[src/rtl/oam_dma_ctrl.sv]
// -----------------------------------------------------------------------------
// oam_dma_ctrl
//
// Sprite-DMA controller and CPU bus arbiter for the NES core. A CPU write to
// DMA_REG_ADDR ($4014) latches a source page. The block then stalls the T65
// through Rdy, takes over the shared bus, and copies the 256 bytes of that page
// into PPU OAM by writing each byte to OAM_DATA_ADDR ($2004). When the last
// byte has been written, it returns the bus to the CPU.
// Runs on CLK_NES, one CPU cycle per clock.
//
// Ports
//   CLK        in   CPU clock, rising edge
//   RESET      in   synchronous, active-high reset
//   CPU_ADDR   in   T65 address (A[15:0])
//   CPU_DO     in   T65 write data
//   CPU_W_R    in   T65 R_W_n (1 = read, 0 = write)
//   CPU_RDY    out  T65 Rdy; 0 stalls the CPU
//   BUS_OWNER  out  1 = DMA drives the shared bus (external mux select)
//   BUS_ADDR   out  DMA bus address
//   BUS_DO     out  DMA write data
//   BUS_WE     out  DMA write strobe
//   BUS_DI     in   memory read data, valid at the edge ending a read cycle
//   DMA_ACTIVE out  high whenever a transfer is in progress
// -----------------------------------------------------------------------------
module oam_dma_ctrl #(
   parameter logic [15:0] DMA_REG_ADDR  = 16'h4014,
   parameter logic [15:0] OAM_DATA_ADDR = 16'h2004
) (
   input  logic        CLK,
   input  logic        RESET,
   input  logic [15:0] CPU_ADDR,
   input  logic [7:0]  CPU_DO,
   input  logic        CPU_W_R,
   output logic        CPU_RDY,
   output logic        BUS_OWNER,
   output logic [15:0] BUS_ADDR,
   output logic [7:0]  BUS_DO,
   output logic        BUS_WE,
   input  logic [7:0]  BUS_DI,
   output logic        DMA_ACTIVE
);

   typedef enum logic [2:0] {
      IDLE  = 3'd0,
      HALT  = 3'd1,
      ALIGN = 3'd2,
      READ  = 3'd3,
      WRITE = 3'd4
   } state_t;

   state_t      state;
   state_t      state_next;

   logic [7:0]  page;
   logic [7:0]  idx;
   logic [7:0]  data;
   logic        parity;
   logic        trigger;
   logic        last_byte;

   // Only a CPU write to the DMA register starts a transfer; reads of it and
   // writes elsewhere are ignored.
   assign trigger   = (CPU_W_R == 1'b0) && (CPU_ADDR == DMA_REG_ADDR);
   assign last_byte = (idx == 8'hFF);

   // State register
   always_ff @(posedge CLK) begin
      if (RESET) begin
         state <= IDLE;
      end else begin
         state <= state_next;
      end
   end

   // Datapath registers. parity free-runs so that the HALT exit can choose
   // whether an ALIGN cycle is needed to put every READ on an even cycle.
   always_ff @(posedge CLK) begin
      if (RESET) begin
         page   <= 8'h00;
         idx    <= 8'h00;
         data   <= 8'h00;
         parity <= 1'b0;
      end else begin
         parity <= ~parity;
         case (state)
            IDLE: begin
               if (trigger) begin
                  page <= CPU_DO;
                  idx  <= 8'h00;
               end
            end
            READ: begin
               data <= BUS_DI;
            end
            WRITE: begin
               if (!last_byte) begin
                  idx <= idx + 8'd1;
               end
            end
            default: begin
            end
         endcase
      end
   end

   // Next state and outputs. The outputs depend on the registered state only,
   // so a CPU-side change can never glitch Rdy or the bus select.
   always_comb begin
      state_next = state;
      CPU_RDY    = 1'b1;
      BUS_OWNER  = 1'b0;
      BUS_ADDR   = 16'h0000;
      BUS_DO     = 8'h00;
      BUS_WE     = 1'b0;
      DMA_ACTIVE = 1'b1;

      case (state)
         IDLE: begin
            DMA_ACTIVE = 1'b0;
            if (trigger) begin
               state_next = HALT;
            end
         end
         HALT: begin
            CPU_RDY = 1'b0;
            // The 6502 finishes its write cycles even with Rdy low, so wait for
            // the first read cycle before taking the bus.
            if (CPU_W_R) begin
               state_next = parity ? READ : ALIGN;
            end
         end
         ALIGN: begin
            CPU_RDY    = 1'b0;
            state_next = READ;
         end
         READ: begin
            CPU_RDY    = 1'b0;
            BUS_OWNER  = 1'b1;
            BUS_ADDR   = {page, idx};
            state_next = WRITE;
         end
         WRITE: begin
            CPU_RDY    = 1'b0;
            BUS_OWNER  = 1'b1;
            BUS_ADDR   = OAM_DATA_ADDR;
            BUS_DO     = data;
            BUS_WE     = 1'b1;
            state_next = last_byte ? IDLE : READ;
         end
         default: begin
            state_next = IDLE;
         end
      endcase
   end

endmodule
[config.mk]
export PLATFORM = sky130hd
export DESIGN_NAME = oam_dma_ctrl
export DESIGN_NICKNAME = d
export VERILOG_FILES = /design/src/rtl/oam_dma_ctrl.sv
export SDC_FILE = /design/constraint.sdc
export NUM_CORES = 1
export LEC_CHECK = 0
export BUFFER_PORTS_ARGS = -buffer_cell sky130_fd_sc_hd__buf_2
export CORE_MARGIN = 2
export CORE_UTILIZATION = 50
export CTS_CLUSTER_DIAMETER = 120
export DETAILED_ROUTE_END_ITERATION = 12
export PLACE_DENSITY = 0.84
export SLEW_MARGIN = 20
export SYNTH_ARGS = -nofsm -noshare
export SYNTH_HDL_FRONTEND = slang
export SYNTH_SLANG_ARGS = --single-unit
[constraint.sdc]
create_clock -name CLK -period 2.75 [get_ports CLK]
set_input_delay 0.1375 -clock CLK [delete_from_list [all_inputs] [get_ports CLK]]
set_output_delay 0.1375 -clock CLK [all_outputs]
set_load 0.02 [all_outputs]
==> results.ini <==
[setup_path]
cp.required_ps=2990
ff2ff_path_depth=6
cp_max_fo=6
crit_path_start_kind=flop
r2r_slack_ps=740
crit_family=simple AND/OR/NAND/NOR gates
timing.rr.end=idx[5]$_SDFFE_PP0P_
crit_path_end=idx[5]$_SDFFE_PP0P_
critPathKind=flop to flop
cp_num_buf_inv=0
slowest_delay_ps=450
arrival_ps=2250
r2r-start=idx[0]$_SDFFE_PP0P_
worstSetupStartpoint=idx[0]$_SDFFE_PP0P_
end_kind=flop
slowest_stage=dfxtp_1
crit_path_cell_trace=ha_1 > nand3_1 > nor3_1 > nand2b_1 > nand2_1 > o32ai_1
crit_cells=6

[routing]
avgViaCountPerCell=5.21
first_pass_iters=4
route.detailed.drc=0
drt-initial-drc-count=67
wirelength_um=3120
via_count=1391
ant_nets=0
wire_per_inst_um=11.7

[placement]
hpwlAfterDp_um=2330
postPlaceCellArea_sq_um=1710
portBuffers=62
routabilityCongestion=0.795

[power_and_ir_drop]
sw_frac_of_total=0.209
intPower_mw=0.509
power_density_nw_per_um2=368
power.switching_mw=0.134
leakage_nw=0.791
power.total_mw=0.643
clockPowerShare=0.310
pwr-share-seq=0.633
pwr-share-comb=0.057
peakVddDrop_mv=0.442

[global_routing]
grt_pass1_vias=1244
global_route.overflow_total=0
grt_max_degree=30
grt_pass1_wl_um=5220
antenna_found_initial=0
grt_usage=0.200

[floorplan]
die_y_um=56.8
io-pin-count=63
die_width_um=56.8
core_area_sq_um=2710
dieArea_sq_um=3220
start_util=0.514
rows=19

[clock_network]
cts.sinks=28
ctsResizeCount=0
cts_made_buffers=3
clk_pin_slew_ps=150
cts_hold_buf=0
insertion_delay_ps=330
cts_max_level=1
cts_setup_buffers=0
cts_buffer_depth=2
tritoncts=done
clock_tree.root_cell=clkbuf_4

[flow_run]
cap_violations=0

[final_layout]
area_growth_pct=25.5
fin_area_sq_um=1750
fin_util=0.645
final_layout_size_suffix_gt1_frac=0.301
final_nets=273
antenna_cells=0

[yosys]
synth_top_family_by_area=simple AND/OR/NAND/NOR gates
synth_nets=213
synth_xor_area_frac=0.0126
synth_top_cell_area_share=0.403
synth_compound_area_frac=0.127
syn_area_sq_um=1390
synthAdderAreaFrac=0.00898
synth_seq_cells=28
yosys.area.top_type=dfxtp_1
synthSimpleGateAreaFrac=0.349
async_reset_ff_frac=0
synth_edf_count=0
synth.avg_cell_area_sq_um=7.87
ys.flop_type=dfxtp_1
yosysSeqAreaShare=0.403
ys_warn_count=0
synth_cells=177
synthMuxAreaShare=0.0575
netlist-cell-type-count=34
synth_area_leaders=dfxtp_1, and2_1, nand2_1

[timing]
fin_crit_ps=2010
rsz0062_at_grt=false
hold_viol_final=0
fin_worst_skew_ps=11.3
finalSetupTns_ps=0
max_freq_mhz=497
max-slew-margin-rel=0.672
drv_slew=0
tightest_slew_ps=485
setup_viol=0
fin_crit_sh=0.732

[run_status]
status=complete, no violations

[min_path]
hp-class=input port to flop

==> synthesized netlist by cell type, drive strengths merged, types with 4 or more instances <==
library cell   n
dfxtp         28
a21oi         16
nand2b         4
nand3          6
o21ai          4
clkbuf         6
inv            6
nand2         29
and2          19
nor2          20
nor3           4
mux2i          8
==> power groups by stage <==
stage / sequential (mW) / combinational (mW) / clock [mW]
global placement: 0.416 / 0.0357 / 0
detailed placement: 0.416 / 0.0367 / 0
finish: 0.407 / 0.0366 / 0.199
floorplan: 0.416 / 0.0108 / 0
global route: 0.408 / 0.0410 / 0.221
CTS: 0.407 / 0.0369 / 0.202
==> metal layers <==
layer | vias up | part of all wire | track usage
li1 | 719 | - | -
met1 | 636 | 0.43 | 0.237
met2 | 34 | 0.51 | 0.364
met3 | 2 | 0.051 | 0.0530
met4 | 0 | 0.0032 | 0.0332
met5 | - | 0 | 0
==> layout make-up <==
cell class | count | area, sq um
Fill cell | 274 | 962
Multi-Input combinational cell | 135 | 772
Sequential cell | 28 | 561
Timing Repair Buffer | 63 | 318
Tap cell | 31 | 38.8
Clock buffer | 4 | 36.3
Inverter | 6 | 22.5
==> registers in the layout, indices dropped and copies added, names as in the netlist <==
signal	flops
data	8
idx	8
page	8
parity	1
state	3
==> tightest hold or removal path, cell delays in order <==
cell and delay, ps:
buf_2 90, nand2_1 40, a21oi_1 50
==> stage by stage <==
step / hold slack (ps) / worst slack (ps) / cells
5_1_grt: 19.5 / 479 / 267
4_1_cts: 20.8 / 746 / 267
2_1_floorplan: 273 / 1130 / 177
6_report: 24.4 / 738 / 267
3_3_place_gp: 371 / 749 / 263
3_5_place_dp: 385 / 657 / 263
==> worst min path at each step <==
stage / start / to / slack (ps) / cells past startpoint
2_1_floorplan: BUS_DI[0] / data[0]$_SDFFE_PP0N_ / 270 / 2
3_3_place_gp: CPU_DO[4] / page[4]$_SDFFE_PP0P_ / 370 / 3
3_5_place_dp: CPU_DO[5] / page[5]$_SDFFE_PP0P_ / 380 / 3
4_1_cts: BUS_DI[5] / data[5]$_SDFFE_PP0N_ / 20 / 3
5_1_grt: BUS_DI[5] / data[5]$_SDFFE_PP0N_ / 20 / 3
6_report: BUS_DI[6] / data[6]$_SDFFE_PP0N_ / 20 / 3
==> logic make-up after synthesis <==
group                    Yosys count
AO/OA/AOI/OAI                     30
flip-flops                        28
XOR/XNOR                           2
multiplexers                       8
buffers and inverters             14
adder cells (fa/ha/maj)            1
AND/OR/NAND/NOR                   94
==> cell usage in the layout, fill, tap and decap left out, drive strengths merged, types with 6 or more instances in the layout <==
cell and count:
mux2i 8, nor2 20, and2 19, buf 63, nand3 6, inv 6
dfxtp 28, a21oi 16, nand2 29
(Power assumes the default switching activity.)
